<file path="config.mk">
export PLATFORM = sky130hd
export DESIGN_NAME = lcd_num_assembler
export DESIGN_NICKNAME = d
export VERILOG_FILES = /design/src/rtl/lcd_num_assembler.sv
export SDC_FILE = /design/constraint.sdc
export NUM_CORES = 1
export LEC_CHECK = 0
export ABC_AREA = 1
export BUFFER_PORTS_ARGS = -buffer_cell sky130_fd_sc_hd__buf_2
export CAP_MARGIN = 20
export CORE_UTILIZATION = 30
export DETAILED_ROUTE_END_ITERATION = 8
export GPL_TIMING_DRIVEN = 0
export PLACE_DENSITY = 0.48
export SYNTH_ARGS = -nofsm -noshare
export SYNTH_HDL_FRONTEND = slang
export SYNTH_SLANG_ARGS = --single-unit
</file>
<file path="constraint.sdc">
create_clock -name sys_clk -period 5.4 [get_ports sys_clk]
set_input_delay 0.81 -clock sys_clk [delete_from_list [all_inputs] [get_ports sys_clk]]
set_output_delay 0.81 -clock sys_clk [all_outputs]
set_load 0.01 [all_outputs]
</file>
<file path="src/rtl/lcd_num_assembler.sv">
// lcd_num_assembler: drains a standard byte FIFO, parses {SYNC,ch} + payload frames,
// converts the payload to packed BCD with a sequential double-dabble and keeps the
// latest value per channel. Bad headers and out-of-range channels bump err_cnt.
module lcd_num_assembler #(
  parameter int         NUM_CH         = 4,
  parameter int         BYTES_PER_WORD = 2,
  parameter int         BIN_W          = 12,
  parameter int         DIGITS         = 4,
  parameter logic [3:0] SYNC           = 4'hA,
  localparam int        CH_W           = (NUM_CH > 1) ? $clog2(NUM_CH) : 1
) (
  input  logic                       sys_clk,
  input  logic                       rst,
  input  logic                       fifo_empty,
  input  logic [7:0]                 fifo_dout,
  output logic                       fifo_rd_en,
  output logic [NUM_CH*DIGITS*4-1:0] bcd_all,
  output logic                       bcd_valid,
  output logic [CH_W-1:0]            bcd_ch,
  output logic                       overflow,
  output logic [7:0]                 err_cnt,
  output logic                       busy
);

  localparam int DW    = DIGITS * 4;
  localparam int CNT_W = (BIN_W > 1) ? $clog2(BIN_W) : 1;

  function automatic logic [63:0] pow10_minus1(input int n);
    logic [63:0] r;
    r = 64'd1;
    for (int i = 0; i < n; i++) r = r * 64'd10;
    return r - 64'd1;
  endfunction

  localparam logic [63:0] MAX_VAL = pow10_minus1(DIGITS);

  typedef enum logic [2:0] {
    S_IDLE  = 3'd0,
    S_CAP   = 3'd1,
    S_CHECK = 3'd2,
    S_CONV  = 3'd3,
    S_DONE  = 3'd4
  } state_t;

  state_t            state;
  state_t            state_nxt;
  logic              rd_en_nxt;
  logic [2:0]        idx;
  logic [3:0]        ch_q;
  logic [BIN_W-1:0]  word;
  logic [BIN_W-1:0]  word_in;
  logic [BIN_W-1:0]  bin_sr;
  logic [DW-1:0]     acc;
  logic [DW-1:0]     acc_adj;
  logic [DW+BIN_W-1:0] dd_shift;
  logic              ovf_q;
  logic [CNT_W-1:0]  cnt;

  logic hdr_ok;
  logic last_byte;
  logic ch_bad;
  logic too_big;
  logic err_hit;

  assign hdr_ok    = (fifo_dout[7:4] == SYNC);
  assign last_byte = (idx == 3'(BYTES_PER_WORD));
  assign ch_bad    = ({1'b0, ch_q} >= 5'(NUM_CH));
  assign too_big   = (64'(word) > MAX_VAL);
  assign err_hit   = ((state == S_CAP) && (idx == 3'd0) && !hdr_ok) ||
                     ((state == S_CHECK) && ch_bad);

  // Payload bytes arrive MSB first; only the low BIN_W bits of the word are kept.
  generate
    if (BIN_W > 8) begin : g_wide
      assign word_in = {word[BIN_W-9:0], fifo_dout};
    end else begin : g_narrow
      assign word_in = fifo_dout[BIN_W-1:0];
    end
  endgenerate

  // Double-dabble step: add 3 to every digit >= 5, then shift the whole
  // {bcd, binary} pair left by one so the binary MSB enters digit 0.
  always_comb begin
    acc_adj = acc;
    for (int d = 0; d < DIGITS; d++) begin
      if (acc[d*4 +: 4] >= 4'd5) acc_adj[d*4 +: 4] = acc[d*4 +: 4] + 4'd3;
    end
    dd_shift = {acc_adj, bin_sr} << 1;
  end

  // State register and the registered FIFO read strobe.
  always_ff @(posedge sys_clk or posedge rst) begin
    if (rst) begin
      state      <= S_IDLE;
      fifo_rd_en <= 1'b0;
    end else begin
      state      <= state_nxt;
      fifo_rd_en <= rd_en_nxt;
    end
  end

  // Next-state logic. The read for the next byte is issued on the edge that
  // returns to S_IDLE, so a steady FIFO costs two cycles per byte while still
  // keeping at most one byte in flight.
  always_comb begin
    state_nxt = state;
    rd_en_nxt = 1'b0;
    case (state)
      S_IDLE: begin
        if (fifo_rd_en) state_nxt = S_CAP;
        else            rd_en_nxt = !fifo_empty;
      end
      S_CAP: begin
        if ((idx != 3'd0) && last_byte) begin
          state_nxt = S_CHECK;
        end else begin
          state_nxt = S_IDLE;
          rd_en_nxt = !fifo_empty;
        end
      end
      S_CHECK: begin
        if (ch_bad) begin
          state_nxt = S_IDLE;
          rd_en_nxt = !fifo_empty;
        end else if (too_big) begin
          state_nxt = S_DONE;
        end else begin
          state_nxt = S_CONV;
        end
      end
      S_CONV: begin
        if (cnt == CNT_W'(BIN_W - 1)) state_nxt = S_DONE;
      end
      S_DONE: begin
        state_nxt = S_IDLE;
        rd_en_nxt = !fifo_empty;
      end
      default: state_nxt = S_IDLE;
    endcase
  end

  // Status outputs derived from the current state.
  always_comb begin
    busy = (state != S_IDLE);
  end

  // Frame parsing and conversion datapath.
  always_ff @(posedge sys_clk or posedge rst) begin
    if (rst) begin
      idx    <= 3'd0;
      ch_q   <= 4'd0;
      word   <= '0;
      bin_sr <= '0;
      acc    <= '0;
      ovf_q  <= 1'b0;
      cnt    <= '0;
    end else begin
      case (state)
        S_CAP: begin
          if (idx == 3'd0) begin
            if (hdr_ok) begin
              ch_q <= fifo_dout[3:0];
              idx  <= 3'd1;
            end
          end else begin
            word <= word_in;
            idx  <= last_byte ? 3'd0 : idx + 3'd1;
          end
        end
        S_CHECK: begin
          if (!ch_bad) begin
            if (too_big) begin
              acc   <= {DIGITS{4'h9}};
              ovf_q <= 1'b1;
            end else begin
              acc    <= '0;
              bin_sr <= word;
              ovf_q  <= 1'b0;
              cnt    <= '0;
            end
          end
        end
        S_CONV: begin
          acc    <= dd_shift[DW+BIN_W-1:BIN_W];
          bin_sr <= dd_shift[BIN_W-1:0];
          cnt    <= cnt + 1'b1;
        end
        default: ;
      endcase
    end
  end

  // Saturating error counter for dropped headers and out-of-range channels.
  always_ff @(posedge sys_clk or posedge rst) begin
    if (rst) begin
      err_cnt <= 8'd0;
    end else if (err_hit && (err_cnt != 8'hFF)) begin
      err_cnt <= err_cnt + 8'd1;
    end
  end

  // Result write-back: update one channel slot and pulse bcd_valid.
  always_ff @(posedge sys_clk or posedge rst) begin
    if (rst) begin
      bcd_all   <= '0;
      bcd_valid <= 1'b0;
      bcd_ch    <= '0;
      overflow  <= 1'b0;
    end else begin
      bcd_valid <= (state == S_DONE);
      if (state == S_DONE) begin
        for (int c = 0; c < NUM_CH; c++) begin
          if (ch_q == 4'(c)) bcd_all[c*DW +: DW] <= acc;
        end
        bcd_ch   <= ch_q[CH_W-1:0];
        overflow <= ovf_q;
      end
    end
  end

endmodule

</file>
==> summary.md <==
| Metric | Value |
|---|---|
| Nets@finish | `743` |
| Initial core utilization | `30.5%` |
| Clock Sinks | `130` |
| I/O Buffers | `87` |
| First-pass GRT wire length | `22700 microns` |
| Drt wl/cell | `14.0 microns` |
| Overflow after GRT | `0` |
| Yosys cell types | `31` |
| Total placed cells including tap cells | `937` |
| Warnings from Yosys | `0` |
| Ys flop type | `dfrtp_1` |
| Cells after Synth | `615` |
| DR vias | `4439` |
| Critical Path Max Stage Delay | `0.41 ns` |
| Skew-Pair Late Insertion Delay | `0.42 ns` |
| Max Root-Sink Buffers | `2` |
| H-Tree Depth | `4` |
| Die area | `19500 sq um` |
| Largest net degree at the start of global routing | `98` |
| Post-CTS setup buffer count | `0` |
| Number of remaining DRC errors | `0` |
| Setup TNS | `0 ns` |
| CP cell instances | `inv_2, nand3_1, buf_2` |
| Most frequent cells in the layout | `181 x nand2_1, 130 x dfrtp_1, 96 x buf_2, 83 x o21ai_0, 54 x inv_1` |
| Met1 GRT Util | `20.1%` |
| Die W | `140 microns` |
| DR iter-0 viols | `258` |
| Area Growth Syn to Fin | `24.0%` |
| Final hold violations | `0` |
| Met3 usage | `3.82%` |
| # resized after CTS | `0` |
| CTS tree | `done` |
| TritonCTS buffer count | `17` |
| RSZ-0062 raised after global routing | `no` |
| Clk slew on worst S/H paths | `0.06 ns` |
| Met2 usage | `22.9%` |
| Slowest-stage cell, CP | `dfrtp_1` |
| Crit Path Class | `reg -> out` |
| Mean Syn Cell Area | `9.26 sq um` |
| Final period utilization | `40.5%` |
| Post-synth EDFFs | `0` |
| Die outline height | `140 microns` |
| Max cap viols | `0` |
| Relative slew slack | `66.4%` |
| Total GRT Usage | `14.8%` |
| Max Clock Skew | `0.00865 ns` |
| Mapped Nets | `636` |
| Ports | `89` |
| Hold Crit Class | `in -> async` |
| Synth Cell Area | `5690 sq um` |
| Share of cells above drive strength 1 | `23.8%` |
| Hold Buf Count CTS | `0` |
| Number of global-route vias before repair | `4381` |
| Antenna Violating Nets Remaining | `0` |
| Crit path DAT | `1.38 ns` |
| Worst Setup End Kind | `primary output` |
| Root Buffer | `clkbuf_16` |
| Post-DP HPWL | `9830 microns` |
| Post-DR vias/cell | `4.58` |
| Count of final setup violators | `0` |
| Gr busiest metal | `met2` |
| Initial antenna violation count | `0` |
| WP data required | `4.59 ns` |
| Post-DP Area | `6450 sq um` |
| WHS | `0.371 ns` |
| Fin. max-slew vios | `0` |
| CP startpoint kind | `register` |
| Final design utilization | `37.9%` |
| Row count | `50` |
| Tmin final | `2.19 ns` |
| Fin area | `7060 sq um` |
| F_max | `458 MHz` |
| Diodes inserted | `0` |
| Finished Layout Cells | `969` |
| Worst-path fanout max | `5` |
| 1st-pass router iterations | `4` |
| Status | `finished, final reports clean` |
| Register area share after synthesis | `57.1%` |
| Final Wtd Congestion | `0.795` |
| Core area | `18600 sq um` |
| Maximum VDD drop | `0.000212 V` |
| Commonest non-fill, non-tap cell in the layout | `nand2_1` |
| Actual slew at the worst max-slew pin | `0.504 ns` |
| Power Density | `451 nW/um^2` |
| WL final | `13500 microns` |
| Leak | `3.57 nW` |
| Seq cells post-synth | `130` |
| Ys async rst share | `100%` |
worst paths after layout:
| check | depth (start not counted) | slack, ns | startpoint | end |
|---|---|---|---|---|
| setup / recovery | 3 | 3.21 | state[2]$_DFFE_PP0P_ | busy |
| hold / removal | 2 | 0.37 | rst | err_cnt[1]$_DFFE_PP0P_ |
| setup reg to reg | 7 | 3.81 | err_cnt[0]$_DFFE_PP0P_ | err_cnt[1]$_DFFE_PP0P_ |
| hold reg to reg | 2 | 0.47 | idx[2]$_DFFE_PP0P_ | idx[2]$_DFFE_PP0P_ |
| max in group asynchronous | 3 | 4.24 | rst | bcd_all[21]$_DFFE_PP0P_ |
| min in group sys_clk | 2 | 0.47 | idx[2]$_DFFE_PP0P_ | idx[2]$_DFFE_PP0P_ |
metrics by stage:
stage               setup WS, ns  power [mW]
floorplan                   1.12        1.80
global placement          -0.447        2.00
finish                      3.21        3.19
global route                3.17        3.40
CTS                         3.21        3.22
detailed placement          3.47        2.03
area by class of cell:
cell class / instances / area, sq um
Fill cell: 1900 / 11600
Timing Repair Buffer: 88 / 463
Buffer: 22 / 169
Tap cell: 234 / 293
Sequential cell: 130 / 3250
Multi-Input combinational cell: 404 / 2050
Clock buffer: 17 / 425
Clock inverter: 15 / 183
Inverter: 59 / 226
cell families (layout without fill, tap and decap cells):
family / after synthesis / after routing / share of synthesized area, %
adder cells (fa/ha/maj): 10 / 10 / 2.20
buffers and inverters: 81 / 201 / 6.86
AND/OR/NAND/NOR: 244 / 244 / 18.9
AO/OA/AOI/OAI: 142 / 142 / 13.8
XOR/XNOR: 6 / 6 / 0.923
flip-flops: 130 / 130 / 57.1
other: 1 / 1 / 0.0659
multiplexers: 1 / 1 / 0.198
layer usage:
layer / part of all wire [%] / vias up
met5: 0 / -
met4: 0.95 / 0
met3: 4.0 / 12
met2: 45 / 94
met1: 50 / 2113
li1: - / 2220
critical path: cells and delay by family, from the launching register on:
family                 cells  cell delay (ns)
DFF                        1             0.41
buffers and inverters      2             0.35
and+or+nand+nor            1             0.20
synth_stat cells (3+ instances only):
master / number / area [sq um]
nand2_1: 181 / 679
xor2_1: 3 / 26.3
nand2_2: 5 / 31.3
buf_4: 6 / 45.0
dfrtp_1: 130 / 3250
o21ai_1: 25 / 125
o22ai_1: 7 / 43.8
inv_2: 4 / 15.0
xnor2_1: 3 / 26.3
nor2_1: 18 / 67.6
o21ai_2: 13 / 114
inv_1: 55 / 206
ha_1: 10 / 125
o211ai_1: 6 / 45.0
buf_6: 7 / 78.8
nand3_1: 28 / 140
o21ai_0: 83 / 415
buf_2: 9 / 45.0
a21oi_1: 7 / 35.0
sequential cells by signal, summed over array words and instances (netlist names):
| signal | flops |
|---|---|
| ch_q | 4 |
| state | 3 |
| err_cnt | 8 |
| bin_sr | 12 |
| fifo_rd_en | 1 |
| word | 12 |
| bcd_valid | 1 |
| bcd_all | 64 |
| bcd_ch | 2 |
| idx | 3 |
| cnt | 4 |
| acc | 16 |
power breakdown:
group	internal, mW	total [mW]	switching (mW)
registers	1.14	1.26	0.122
clock network	0.730	1.18	0.454
logic	0.245	0.743	0.498
total	2.11	3.19	1.07
Power figures use the tool's default switching activity.
